[src/rtl/alu_share_arbiter.sv]
// Two-requester arbiter in front of one shared combinational ALU.
// Each requester owns a one-entry response buffer with valid/ready drain.
module alu_share_arbiter #(
  parameter int W          = 64,
  parameter bit FIXED_PRIO = 1'b0
) (
  input  logic           clk,
  input  logic           reset,
  input  logic [1:0]     req_valid,
  output logic [1:0]     req_ready,
  input  logic [2*W-1:0] req_a,
  input  logic [2*W-1:0] req_b,
  input  logic [7:0]     req_op,
  output logic [1:0]     rsp_valid,
  input  logic [1:0]     rsp_ready,
  output logic [2*W-1:0] rsp_result,
  output logic [1:0]     rsp_zero,
  output logic [1:0]     rsp_greater,
  output logic [1:0]     rsp_err,
  output logic [W-1:0]   alu_a,
  output logic [W-1:0]   alu_b,
  output logic [3:0]     alu_op,
  input  logic [W-1:0]   alu_result,
  input  logic           alu_zero,
  input  logic           alu_greater
);

  function automatic logic legal_op(input logic [3:0] op);
    case (op)
      4'b0000, 4'b0001, 4'b0010,
      4'b0110, 4'b1100, 4'b0111: legal_op = 1'b1;
      default:                   legal_op = 1'b0;
    endcase
  endfunction

  logic              ptr;
  logic [1:0]        elig;
  logic [1:0]        grant;
  logic [3:0]        sel_op;
  logic              sel_legal;
  logic [1:0][W-1:0] res_q;
  logic [1:0]        vld_q;
  logic [1:0]        zero_q;
  logic [1:0]        gt_q;
  logic [1:0]        err_q;

  // A full buffer may still accept when it drains in the same cycle.
  assign elig = req_valid & (~vld_q | rsp_ready);

  always_comb begin
    grant = 2'b00;
    if (!reset) begin
      if (elig == 2'b11)
        grant = (FIXED_PRIO || !ptr) ? 2'b01 : 2'b10;
      else
        grant = elig;
    end
  end

  assign req_ready = grant;

  always_comb begin
    sel_op = 4'b0000;
    alu_a  = '0;
    alu_b  = '0;
    unique case (1'b1)
      grant[0]: begin
        sel_op = req_op[3:0];
        alu_a  = req_a[W-1:0];
        alu_b  = req_b[W-1:0];
      end
      grant[1]: begin
        sel_op = req_op[7:4];
        alu_a  = req_a[2*W-1:W];
        alu_b  = req_b[2*W-1:W];
      end
      default: begin
        sel_op = 4'b0000;
        alu_a  = '0;
        alu_b  = '0;
      end
    endcase
  end

  assign sel_legal = legal_op(sel_op);
  assign alu_op    = sel_legal ? sel_op : 4'b0000;

  always_ff @(posedge clk) begin
    if (reset)
      ptr <= 1'b0;
    else if (|grant)
      ptr <= grant[0];
  end

  always_ff @(posedge clk) begin
    if (reset) begin
      vld_q  <= '0;
      res_q  <= '0;
      zero_q <= '0;
      gt_q   <= '0;
      err_q  <= '0;
    end else begin
      for (int i = 0; i < 2; i++) begin
        if (grant[i]) begin
          vld_q[i] <= 1'b1;
          if (sel_legal) begin
            res_q[i]  <= alu_result;
            zero_q[i] <= alu_zero;
            gt_q[i]   <= alu_greater;
            err_q[i]  <= 1'b0;
          end else begin
            res_q[i]  <= '0;
            zero_q[i] <= 1'b1;
            gt_q[i]   <= 1'b0;
            err_q[i]  <= 1'b1;
          end
        end else if (rsp_ready[i]) begin
          vld_q[i] <= 1'b0;
        end
      end
    end
  end

  assign rsp_valid   = vld_q;
  assign rsp_result  = res_q;
  assign rsp_zero    = zero_q;
  assign rsp_greater = gt_q;
  assign rsp_err     = err_q;

endmodule

[config.mk]
export PLATFORM = sky130hd
export DESIGN_NAME = alu_share_arbiter
export DESIGN_NICKNAME = d
export VERILOG_FILES = /design/src/rtl/alu_share_arbiter.sv
export SDC_FILE = /design/constraint.sdc
export NUM_CORES = 1
export LEC_CHECK = 0
export ABC_AREA = 1
export CORE_AREA = 2 2 235 237
export CTS_BUF_LIST = sky130_fd_sc_hd__clkbuf_8
export DETAILED_ROUTE_END_ITERATION = 7
export DIE_AREA = 0 0 237 239
export GPL_ROUTABILITY_DRIVEN = 0
export RECOVER_POWER = 50
export SLEW_MARGIN = 20
export SYNTH_ARGS = -nofsm -noshare
export SYNTH_HDL_FRONTEND = slang
export SYNTH_SLANG_ARGS = --single-unit
[constraint.sdc]
create_clock -name clk -period 3.1 [get_ports clk]
set_input_delay 0.62 -clock clk [delete_from_list [all_inputs] [get_ports clk]]
set_output_delay 0.62 -clock clk [all_outputs]
set_load 0.02 [all_outputs]
==> summary by stage <==
Synth
The number of synthesis warnings is 0. For this run, the register share of the synthesized area comes to 40.0%. Synthesis handed over a netlist of 924 instances. Counting distinct cell types in the post-synthesis netlist gives 19. The synthesized net count is 1260. After synthesis, the mean cell area works out to 7.43 µm².

After synthesis the netlist holds a flip-flop and latch count of 137. The netlist area before placement is 6860 µm².

Timing
Setup violations remaining at the end of the flow were counted as 0. The number of slew-limit violations in the final report was 82. Setup repair after global routing could not meet its margin everywhere. The maximum clock frequency is 327 MHz. For the finished layout, the period the worst path requires is 3050 ps.

Between clock sinks in the finished design, the worst skew comes to 17.7 ps. The final cycle utilization of the critical path is 98.5%. The worst hold margin is 473 ps. The actual transition at the worst max-transition pin is 1770 ps.

The number of endpoints with negative hold slack in the final report is 0. After layout, the worst setup slack is 45.5 ps. The worst pin sits at a relative slew slack of -18.0%.

Global routing
Entering global routing, the biggest net connects 82 pins. The number of global-route vias before repair is 9095. The global-route total usage across every layer is 16.4%.

After global routing the overflow that remains totals 0. The first global-routing pass estimated 66200 µm of wire. The initial antenna violation count came to 30.

Pwr
Registers are responsible for 35.3% of the overall power. In this run the power spent charging and discharging nets is 1.98 mW. The clock network burns 25.3% of the power. The design internal power is 3.61 mW. The worst ir drop on vdd is 0.000231 V. Summing internal, switching and leakage power gives 5.59 mW. The switching power share of the total is 35.4%. Dividing total power by cell area gives a power density of 382 nW/µm². The leakage dissipation is 7.03 nW. Combinational logic burns 39.3% of the power.

Setup path
The reg-to-reg critical path endpoint is rsp_result[82]. In this run the register-to-register setup slack is 540 ps. In this run the critical register-to-register path is launched from rsp_valid[1]. Data arrives at the worst endpoint at 2430 ps. The critical path data required time is 2480 ps. The number of cells on the worst reg-to-reg path is 16. Of all nets on the critical path, the largest fanout is 14. The worst setup path is captured at an output pin. The category of the worst setup path launch point is an input port.

The most critical setup path has its startpoint at reset. The critical path is of the in2out type.

CTS
The cell at the root of the clock tree is clkbuf_8. At the later pin of the worst-skew pair, clock insertion delay measures 480 ps. The clock passes through at most 2 buffers. The clock sink count is 137. The number of buffers added by the clock tree synthesis step is 17. CTS built an H-tree with a depth of 4. After clock tree synthesis, the clock-pin slew on the worst setup and hold paths is 90 ps. TritonCTS built the clock tree.

Placed design
The detailed placer's ending HPWL is 39300 µm. During placement, the flow inserted port buffers numbering 605. Timing analysis after detailed placement gives a worst setup slack of -423 ps. Summing all placed instances gives a cell area of 14000 µm².

Routing
The total vias in the final route is 9091. The first TritonRoute pass finished after 5 iterations. Summed over all layers, the routed wires come to 49300 µm.

The count of routing violations after the opening detailed-route iteration is 423. The number of remaining DRC errors is 0. After detailed routing, the number of vias per cell comes to 4.04. The number of antenna-violating nets in the routed design is 0. In the final routed layout, each cell accounts on average for 21.9 µm.

Status
The checks that failed: max-capacitance violations, max-slew violations. The flow ran to the end, but the final reports show violations.

Final layout
The layout overhead on the synthesized area is 113%. Of the cells placed in the final design, the portion with a size suffix greater than 1 is 11.1%. The cell area after layout is 14600 µm². The library cells used most frequently in the layout, excluding fill and tap cells, are clkdlybuf4s50_1, nand2_1, nand3_1.

The layout net count is 1864. Leaving out fill and tap cells, the most frequent cell in the layout is clkdlybuf4s50_1.

Floorplanning
After floorplanning, the core was sized to cover 54300 µm². The die covers 56600 µm². The number of I/O pins is 606. For this configuration, the core starts out at a cell density of 12.6%.

The overall die width is 237 µm. The height of the die is 239 µm. The floorplan row count is 86.

Min path
Counting instances, the worst hold path has a depth of 2. The path with the worst hold slack has its endpoint at rsp_result[109]. The beginning of the worst hold path is rsp_result[109]. The path class of the lowest-slack min-delay path is reg2reg.

Job
The max-cap check violation count is 1.
==> critical path, cell delays in order <==
cell and delay (ps):
dlygate4sd2_1 440, nor2_4 100, nand2_4 120, clkinv_8 90
buf_4 160, buf_16 140, a22o_1 200, clkdlybuf4s50_1 540
==> final cells by class <==
class	count	area [µm²]
diodes	7	17.5
flip-flops and latches	137	2740
inverters	78	315
fillers	5818	39700
well taps	704	881
clock buffers	17	234
multi-input cells	632	3510
clock inverters	15	129
repair buffers	662	6790
==> state kept, by name, indices dropped and copies added, names as in the netlist <==
signal and count:
rsp_result 128, rsp_err 2, rsp_greater 2, rsp_valid 2, rsp_zero 2, ptr 1
==> repair_timing <==
item | in CTS | in global routing
hold buffers | 0 | 0
cloned | 1 | 2
resized for setup | 94 | 54
hold endpoints to repair | 0 | 0
pin swaps | 0 | 2
setup buffers | 0 | 10
endpoints found under the setup margin | 131 | 127
==> stage by stage <==
| step | utilization, % | setup TNS [ps] | cells |
|---|---|---|---|
| global placement | 25.7 | -38260 | 2200 |
| global route | 26.9 | -24.9 | 2252 |
| CTS | 26.3 | -8910 | 2233 |
| finish | 26.9 | 0 | 2252 |
| detailed placement | 25.7 | -42320 | 2200 |
| floorplan | - | 0 | 924 |
==> synthesized netlist by cell type <==
master    count  area (µm²)
nand2_2      12        75.1
nor2_2        1        6.26
nor2_1       40         150
buf_6         1        11.3
nand3_2       1        10.0
o21ai_0       4        20.0
buf_12        2        40.0
clkbuf_1     43         161
a21oi_1       2        10.0
dfxtp_1     137        2740
inv_2         7        26.3
nand3_1     142         711
buf_1         9        33.8
nor2_4       30         338
buf_8         1        15.0
nand2_1     272        1020
a22o_1      128        1120
inv_1        71         267
buf_2        21         105
==> worst max path at each step <==
stage | slack (ps) | endpoint
after CTS | -240 | alu_a[49]
final | 50 | alu_a[28]
after global placement | -400 | alu_b[58]
after detailed placement | -420 | alu_op[0]
after global routing | -10 | alu_a[28]
after floorplan | 540 | alu_op[2]
==> power groups by stage <==
stage | combinational (mW) | clock, mW | sequential [mW]
finish | 2.20 | 1.41 | 1.97
global route | 2.33 | 1.55 | 1.99
CTS | 2.19 | 1.49 | 1.98
detailed placement | 2.22 | 0 | 2.02
global placement | 2.21 | 0 | 2.01
floorplan | 0.750 | 0 | 2.18
==> cells by family after synthesis <==
| family | share of synthesized area, % |
|---|---|
| AO/OA/AOI/OAI | 16.8 |
| buffers and inverters | 9.61 |
| flip-flops | 40.0 |
| AND/OR/NAND/NOR | 33.7 |
==> metal layers <==
layer	wire length, µm	vias up	GRT usage (%)
met5	143	-	0
met4	1390	22	4.62
met1	18000	4263	17.3
met3	4410	85	6.34
li1	-	4267	-
met2	25400	454	30.2
Power figures use the tool's default switching activity.
